`config.mk`:
```
export PLATFORM = sky130hd
export DESIGN_NAME = regfile_layer_seq
export DESIGN_NICKNAME = d
export VERILOG_FILES = /design/src/rtl/regfile_layer_seq.sv
export SDC_FILE = /design/constraint.sdc
export NUM_CORES = 1
export LEC_CHECK = 0
export CORE_UTILIZATION = 53
export CTS_CLUSTER_DIAMETER = 80
export DETAILED_ROUTE_END_ITERATION = 16
export GPL_TIMING_DRIVEN = 1
export PLACE_DENSITY = 0.81
export SYNTH_ARGS = -nofsm -noshare
export SYNTH_HDL_FRONTEND = slang
export SYNTH_SLANG_ARGS = --single-unit
```
`constraint.sdc`:
```
create_clock -name CLK -period 3.5 [get_ports CLK]
set_input_delay 0.7 -clock CLK [delete_from_list [all_inputs] [get_ports CLK]]
set_output_delay 0.7 -clock CLK [all_outputs]
set_load 0.1 [all_outputs]
```
`src/rtl/regfile_layer_seq.sv`:
```
// Layer sequencer for the activation/accumulator register file: clears the
// accumulators, runs every input activation through the MAC in 4-word groups, then drains.
module regfile_layer_seq #(
    parameter int IN_CNT_W = 16
) (
    input  logic                CLK,
    input  logic                RST,
    input  logic                start,
    input  logic                abort,
    input  logic [IN_CNT_W-1:0] num_in,
    input  logic [5:0]          num_out,
    input  logic                act_valid,
    output logic                act_ready,
    output logic                mac_start,
    input  logic                mac_done,
    output logic                wdata_sel,
    output logic                rst_syn,
    output logic                act_wen,
    output logic                acc_wen,
    output logic [3:0]          word_en,
    output logic [4:0]          acc_sel_w,
    output logic [4:0]          acc_sel_r,
    output logic                out_valid,
    input  logic                out_ready,
    output logic [3:0]          out_word_en,
    output logic                busy,
    output logic                done,
    output logic                err
);

    typedef enum logic [2:0] {
        IDLE,
        CLEAR,
        LOAD_ACT,
        ISSUE,
        WAIT_MAC,
        DRAIN,
        DONE
    } state_t;

    localparam logic [IN_CNT_W-1:0] ONE_IN = {{(IN_CNT_W-1){1'b0}}, 1'b1};

    state_t              state, state_nxt;
    logic [IN_CNT_W-1:0] in_cnt, in_cnt_nxt, num_in_r;
    logic [5:0]          num_out_r, nout_m1;
    logic [2:0]          grp, grp_nxt, last_grp;
    logic [3:0]          grp_mask;
    logic                err_r, err_nxt;
    logic                start_bad, last_in;

    // Last group index is (num_out-1)/4, so bases never pass 28.
    assign nout_m1   = num_out_r - 6'd1;
    assign last_grp  = nout_m1[4:2];
    assign last_in   = (in_cnt == (num_in_r - ONE_IN));
    assign start_bad = (num_out == 6'd0) || (num_out > 6'd32);
    assign busy      = (state != IDLE);
    assign err       = err_r;

    always_comb begin
        grp_mask = 4'hf;
        if (grp == last_grp) begin
            case (num_out_r[1:0])
                2'd1:    grp_mask = 4'h1;
                2'd2:    grp_mask = 4'h3;
                2'd3:    grp_mask = 4'h7;
                default: grp_mask = 4'hf;
            endcase
        end
    end

    always_ff @(posedge CLK or posedge RST) begin
        if (RST) begin
            state     <= IDLE;
            in_cnt    <= '0;
            grp       <= '0;
            num_in_r  <= '0;
            num_out_r <= '0;
            err_r     <= 1'b0;
        end else begin
            state  <= state_nxt;
            in_cnt <= in_cnt_nxt;
            grp    <= grp_nxt;
            err_r  <= err_nxt;
            if (state == IDLE && start && !start_bad) begin
                num_in_r  <= num_in;
                num_out_r <= num_out;
            end
        end
    end

    // Write strobes and done are masked by abort so an aborted cycle leaves the regfile untouched.
    always_comb begin
        state_nxt   = state;
        in_cnt_nxt  = in_cnt;
        grp_nxt     = grp;
        err_nxt     = 1'b0;
        act_ready   = 1'b0;
        mac_start   = 1'b0;
        wdata_sel   = 1'b0;
        rst_syn     = 1'b0;
        act_wen     = 1'b0;
        acc_wen     = 1'b0;
        word_en     = 4'h0;
        acc_sel_w   = 5'd0;
        acc_sel_r   = 5'd0;
        out_valid   = 1'b0;
        out_word_en = 4'h0;
        done        = 1'b0;

        case (state)
            IDLE: begin
                if (start) begin
                    if (start_bad) err_nxt = 1'b1;
                    else           state_nxt = CLEAR;
                end
            end
            CLEAR: begin
                rst_syn    = ~abort;
                in_cnt_nxt = '0;
                grp_nxt    = '0;
                state_nxt  = (num_in_r == '0) ? DRAIN : LOAD_ACT;
            end
            LOAD_ACT: begin
                act_ready = 1'b1;
                act_wen   = act_valid & ~abort;
                if (act_valid) begin
                    grp_nxt   = '0;
                    state_nxt = ISSUE;
                end
            end
            ISSUE: begin
                acc_sel_r = {grp, 2'b00};
                mac_start = 1'b1;
                state_nxt = WAIT_MAC;
            end
            WAIT_MAC: begin
                acc_sel_r = {grp, 2'b00};
                acc_sel_w = {grp, 2'b00};
                wdata_sel = 1'b1;
                word_en   = grp_mask;
                if (mac_done) begin
                    acc_wen = ~abort;
                    if (grp != last_grp) begin
                        grp_nxt   = grp + 3'd1;
                        state_nxt = ISSUE;
                    end else if (last_in) begin
                        grp_nxt   = '0;
                        state_nxt = DRAIN;
                    end else begin
                        in_cnt_nxt = in_cnt + ONE_IN;
                        state_nxt  = LOAD_ACT;
                    end
                end
            end
            DRAIN: begin
                out_valid   = 1'b1;
                acc_sel_r   = {grp, 2'b00};
                out_word_en = grp_mask;
                if (out_ready) begin
                    if (grp == last_grp) state_nxt = DONE;
                    else                 grp_nxt   = grp + 3'd1;
                end
            end
            DONE: begin
                done      = ~abort;
                state_nxt = IDLE;
            end
            default: state_nxt = IDLE;
        endcase

        if (state != IDLE && abort) state_nxt = IDLE;
    end

endmodule

```
==> results of run 1 <==
==> synth_stat cells, drive strengths merged (7+ instances only) <==
| library cell | n |
|---|---|
| clkbuf | 10 |
| a21oi | 22 |
| nor4 | 7 |
| o21ai | 18 |
| or3 | 8 |
| nand3 | 14 |
| nor3 | 17 |
| buf | 10 |
| mux2 | 21 |
| and2 | 7 |
| nand2 | 24 |
| inv | 17 |
| dfrtp | 44 |
| xnor2 | 16 |
| nor2 | 32 |
| xor2 | 12 |
==> cell type report <==
| cell class | instances | area [sq um] |
|---|---|---|
| sequential | 44 | 1100 |
| clock inverter | 1 | 5.00 |
| tap | 72 | 90.1 |
| fill | 488 | 1840 |
| inverter | 18 | 67.6 |
| clock buffer | 6 | 72.6 |
| multi-input combinational | 285 | 1890 |
| timing repair buffer | 57 | 538 |
==> final timing paths <==
check | depth (start not counted) | end
setup / recovery | 10 | in_cnt[2]
hold / removal | 1 | num_out_r[4]
setup reg to reg | 10 | in_cnt[2]
hold reg to reg | 1 | num_out_r[4]
max in group asynchronous | 3 | in_cnt[9]
min in group asynchronous | 3 | state[1]
==> state kept, by name (all words and copies together), names as in the netlist <==
signal / cells
num_in_r: 16
state: 3
err: 1
grp: 3
in_cnt: 16
num_out_r: 5
==> per-layer routing <==
metal,vias to the layer above,global-route usage,routed length [microns],part of all wire
met3,11,0.0368,440,0.057
li1,1399,-,-,-
met4,0,0.104,83,0.011
met1,1391,0.339,3260,0.42
met2,103,0.463,3890,0.51
met5,-,0,0,0
==> power by group through the flow <==
stage | registers, mW | logic [mW] | clock network (mW)
floorplan | 0.833 | 1.36 | 0
global placement | 0.908 | 1.61 | 0
detailed placement | 0.916 | 1.66 | 0
CTS | 0.907 | 1.66 | 0.316
global route | 0.934 | 1.82 | 0.340
finish | 0.908 | 1.66 | 0.311
==> stage by stage <==
| step | worst slack (ns) | cells |
|---|---|---|
| 6_report | 0.291 | 483 |
| 5_1_grt | 0.0482 | 483 |
| 4_1_cts | 0.309 | 483 |
| 3_5_place_dp | 0.365 | 476 |
| 3_3_place_gp | 0.472 | 476 |
| 2_1_floorplan | -0.0389 | 367 |
==> worst max-delay path, stage by stage, from the launching register on <==
cell and delay (ns):
dfrtp_1 0.44, inv_1 0.08, ha_1 0.17, or4b_1 0.50, o21ai_1 0.15, nor3_1 0.06, a211o_1 0.31, and4_4 0.20
o31ai_2 0.76, a31oi_1 0.18, a41o_1 0.24
==> cell families after synthesis <==
kind of cell    after synthesis
other cells                   1
buf+inv                      38
flops                        44
xor+xnor                     28
fa+ha+maj                     5
mux                          22
compound gates               77
simple gates                149
==> results.md, run 1 <==
- P per Cell Area: 765 mW/mm^2
- Synth Area in Simple Gates: 0.260
- HP Start: num_out_r[4]
- DR pass1 iterations: 4
- Critical Path End Type: flip-flop
- # IOs: 57
- Critical path required time: 3.69 ns
- Switching share of power: 0.510
- Post-layout util: 0.672
- Longest Clk Path Bufs: 2
- Crit path time final: 3.21 ns
- # rows: 27
- Internal power: 1.41 mW
- Post-synth top area share: 0.349
- Setup Fix Bufs, Post-CTS: 0
- CTS buffer count: 5
- P_sw: 1.47 mW
- Worst EP arrival: 3.40 ns
- Via-to-Cell Ratio: 6.01
- Routed length per placed instance: 15.9 microns
- CTS tree: built
- Seq/Total Area, Yosys: 0.349
- RSZ-0062 raised after global routing: no
- Setup Crit Path Kind: flip-flop to flip-flop
- Final Hold Violating Endpoints: 0
- Antenna Cells: 0
- Top cells by area, synth: dfrtp_1 35%, mux2_2 7.5%, xnor2_1 4.4%
- Design Area, Final: 0.00377 sq mm
- Clk_lat worst skew: 0.31 ns
- DRT Wirelength: 7670 microns
- Endpoints failing setup: 0
- Nets@finish: 445
- Leading cell type in the layout, fill and taps excluded: dfrtp_1
- Clk slew on worst S/H paths: 0.08 ns
- Syn avg cell area: 8.66 sq um
- CTS Sinks: 44
- Post-synthesis cell area: 0.00315 sq mm
- Worst rel slew slack: 0.351
- CTS root buf: clkbuf_8
- Setup TNS: 0 ns
- Detail Route Antenna Nets: 0
- Slew at the pin closest to its max-slew limit: 0.970 ns
- Overflow left after global routing: 0
- Post-synth ARST share: 1.00
- Clock Skew: 0.00979 ns
- Global-route wire length before repair: 13200 microns
- Mux contribution to synthesized area: 0.0782
- Layout cells sized above 1: 0.170
- Outcome: complete, no violations
- DP HPWL: 5700 microns
- Overall power: 2.88 mW
- Worst R2R Setup Slack: 0.29 ns
- Compound-Gate Fraction of Synth Area: 0.158
- Post-CTS Resized: 0
- Area Overhead vs Synth: 19.5%
- Largest family of logic cells by synthesized area: simple AND/OR/NAND/NOR gates
- Setup crit start: num_in_r[0]
- Ys flop type: dfrtp_1
- DIE HEIGHT: 79.1 microns
- Hold Crit Class: flip-flop to flip-flop
- Post-route DRC: 0
- Starting DRC count in detailed routing: 152
- Maxcap violations: 0
- #FFs+latches synth: 44
- Die ar.: 0.00626 sq mm
- Final worst-path cycle share: 0.917
- IO Port Bufs: 52
- LEAKAGE: 1.62 nW
- Vias in the first global route: 2894
- Hold Worst Slack: 0.538 ns
- Most frequent cells in the layout: 44 x dfrtp_1, 32 x nor2_1, 29 x clkdlybuf4s50_1, 25 x buf_4, 24 x nand2_1
- Gpl congestion: 0.874
- Starting Density: 0.562
- Gate Count Post-Synth: 364
- Largest net degree at the start of global routing: 45
- Logic gate share of total power: 0.577
- Post-place instance area: 0.00369 sq mm
- Xor-xnor portion of the synthesized cell area: 0.0778
- Reg power frac: 0.315
- Netlist cell types: 64
- Final Max Slew Viols: 0
- Setup crit start kind: flip-flop
- Total GRT Usage: 0.269
- Core area: 0.00561 sq mm
- Crit Path Max Fanout: 13
- Die span in x: 79.1 microns
- Post-synthesis adder-cell area fraction: 0.0198
- Clock Power Share: 0.108
- Number of synthesized flops with an enable pin: 0
- Worst R2R Start: num_in_r[0]
- Antenna violations before repair: 0
- Via count: 2904
- Syn. warnings: 0
- Synth area leader: dfrtp_1
- Fmax achieved: 312 MHz
- Post-CTS Hold Buffers: 0
- H-tree depth: 2
- Worst IR Drop VDD: 0.000563 V
Note: power is estimated with default switching activity, not from simulation.
==> run 2: changes to the inputs <==
==> constraint.sdc (replaced) <==
create_clock -name CLK -period 3.5 [get_ports CLK]
set_input_delay 0.7 -clock CLK [delete_from_list [all_inputs] [get_ports CLK]]
set_output_delay 0.7 -clock CLK [all_outputs]
set_load 0.01 [all_outputs]
==> run 2 against run 1 <==
Effect of this change: die area unchanged; final area up 2.2%; first-iteration DRC count up 18%; clock skew down 0.0023 ns; critical endpoint is now out_word_en[3]; utilization up 1.5 points; sequential power down 1%; worst hold slack better by 0.023 ns; register-to-register slack better by 0.14 ns; sequential share of layout area down 0.62 points; highest routed layer unchanged; combinational power down 14%; largest power group unchanged; clock-buffer cell count unchanged.
==> results.md, run 2 (synthesis gave the netlist of run 1 again) <==
- Worst R2R Setup Slack: 0.43 ns
- Critical path required time: 2.80 ns
- Sequential Area: 0.00110 sq mm
- Final Max Slew Viols: 0
- Cell mode on critical path: nor2_1
- Outcome: complete, no violations
- WHS Endpoint: num_out_r[4]
- Via-to-Cell Ratio: 6.05
- Layout cells sized above 1: 0.125
- Leading cell type in the layout, fill and taps excluded: clkdlybuf4s50_1
- Worst EP arrival: 2.46 ns
- Post-CTS Resized: 0
- Setup Fix Bufs, Post-CTS: 0
- Design Area, Final: 0.00385 sq mm
- GRT met1 Usage: 0.320
- FILL cells: 464
- Overflow left after global routing: 0
- Antenna Cells: 0
- R2R depth: 10
- Most frequent cells in the layout: 52 x clkdlybuf4s50_1, 44 x dfrtp_1, 32 x nor2_1, 24 x nand2_1, 22 x a21oi_1
- Via count: 2958
- Detail Route Antenna Nets: 0
- GR met3 Demand/Resource: 0.0575
- Crit path time final: 3.16 ns
- Worst IR Drop VDD: 0.000371 V
- DIE HEIGHT: 79.1 microns
- DP HPWL: 5520 microns
- HP Start: num_out_r[4]
- Post-place instance area: 0.00374 sq mm
- Total GRT Usage: 0.256
- Worst path top cell family by delay: buffers and inverters
- Overall power: 2.71 mW
- Die span in x: 79.1 microns
- RSZ-0062 raised after global routing: no
- Buf+Inv Stages, Crit Path: 3
- Die ar.: 0.00626 sq mm
- Gpl congestion: 0.854
- Crit Path Max Fanout: 8
- Setup TNS: 0 ns
- Endpoints failing setup: 0
- Multi-input logic area: 0.00189 sq mm
- # IOs: 57
- Post-route DRC: 0
- Post-CTS Hold Buffers: 0
- DRT Wirelength: 7570 microns
- Hold Crit Depth: 1
- Longest Clk Path Bufs: 2
- LEAKAGE: 1.60 nW
- Starting Density: 0.562
- CTS buffer count: 5
- Setup Crit Path Kind: flip-flop to primary output
- Hold Crit Class: flip-flop to flip-flop
- IO Port Bufs: 52
- Vias in the first global route: 2753
- Critical path's slowest cell: clkdlybuf4s50_1
- Area Overhead vs Synth: 22.1%
- DR pass1 iterations: 5
- Clk_lat worst skew: 0.30 ns
- CTS root buf: clkbuf_8
- Final worst-path cycle share: 0.904
- Fmax achieved: 316 MHz
- Starting DRC count in detailed routing: 180
- Reg-to-Reg End: in_cnt[11]
- Slew at the pin closest to its max-slew limit: 0.870 ns
- Final Hold Violating Endpoints: 0
- Worst R2R Start: num_in_r[0]
- Largest net degree at the start of global routing: 27
- # rows: 27
- Global-route wire length before repair: 12600 microns
- P per Cell Area: 703 mW/mm^2
- CTS Sinks: 44
- Routed length per placed instance: 15.5 microns
- Antenna violations before repair: 0
- H-tree depth: 2
- Maxcap violations: 0
- Worst rel slew slack: 0.416
- GR peak layer: met2
- Nets@finish: 450
- Critical Path End Type: primary output
- CTS tree: built
- Core area: 0.00561 sq mm
- Setup crit start kind: flip-flop
- Clock Skew: 0.00748 ns
- Clk slew on worst S/H paths: 0.08 ns
- Largest stage delay on the critical path: 0.48 ns
- M2 GR Usage: 0.433
- Critical-path cell list: inv_1 > ha_1 > nand2b_1 > a21boi_0 > o221ai_1 > buf_4 > nor2_1 > nor2_1 > clkdlybuf4s50_1
- Top flop regs: in_cnt x16, num_in_r x16, num_out_r x5
## run 2: routing by layer
metal  wire length (microns)  vias up
met1                    3260     1394
met5                       0        -
met4                     158        0
met2                    3630      137
met3                     528       16
li1                        -     1411
## run 2: area by class of cell
type | instances | area share
multi-input combinational | 285 | 0.490
sequential | 44 | 0.286
timing repair buffer | 62 | 0.155
tap | 72 | 0.0234
clock buffer | 6 | 0.0188
inverter | 18 | 0.0175
clock inverter | 2 | 0.00910
## run 2: where the power goes
group	total, mW	switching (mW)	internal [mW]	leakage [nW]
Sequential	0.899	0.241	0.658	0.566
Combinational	1.42	0.755	0.664	0.978
Clock	0.389	0.177	0.212	0.0552
Total	2.71	1.17	1.53	1.60
## run 2: per-stage QoR
step	cells	hold slack (ns)	utilization	setup slack, ns
2_1_floorplan	367	0.497	-	0.728
3_3_place_gp	481	0.527	0.667	0.504
3_5_place_dp	481	0.537	0.667	0.469
4_1_cts	489	0.557	0.687	0.352
5_1_grt	489	0.576	0.687	0.0978
6_report	489	0.561	0.687	0.335
## run 2: how the worst max path moves through the flow
stage                 startpoint  depth (start not counted)              to
floorplan            num_in_r[0]                         10      in_cnt[11]
global placement      num_out[1]                          7     num_in_r[9]
detailed placement    num_out[1]                          7     num_in_r[7]
CTS                 num_out_r[0]                          9  out_word_en[3]
global route         num_in_r[0]                         10       in_cnt[0]
finish              num_out_r[0]                          9  out_word_en[3]
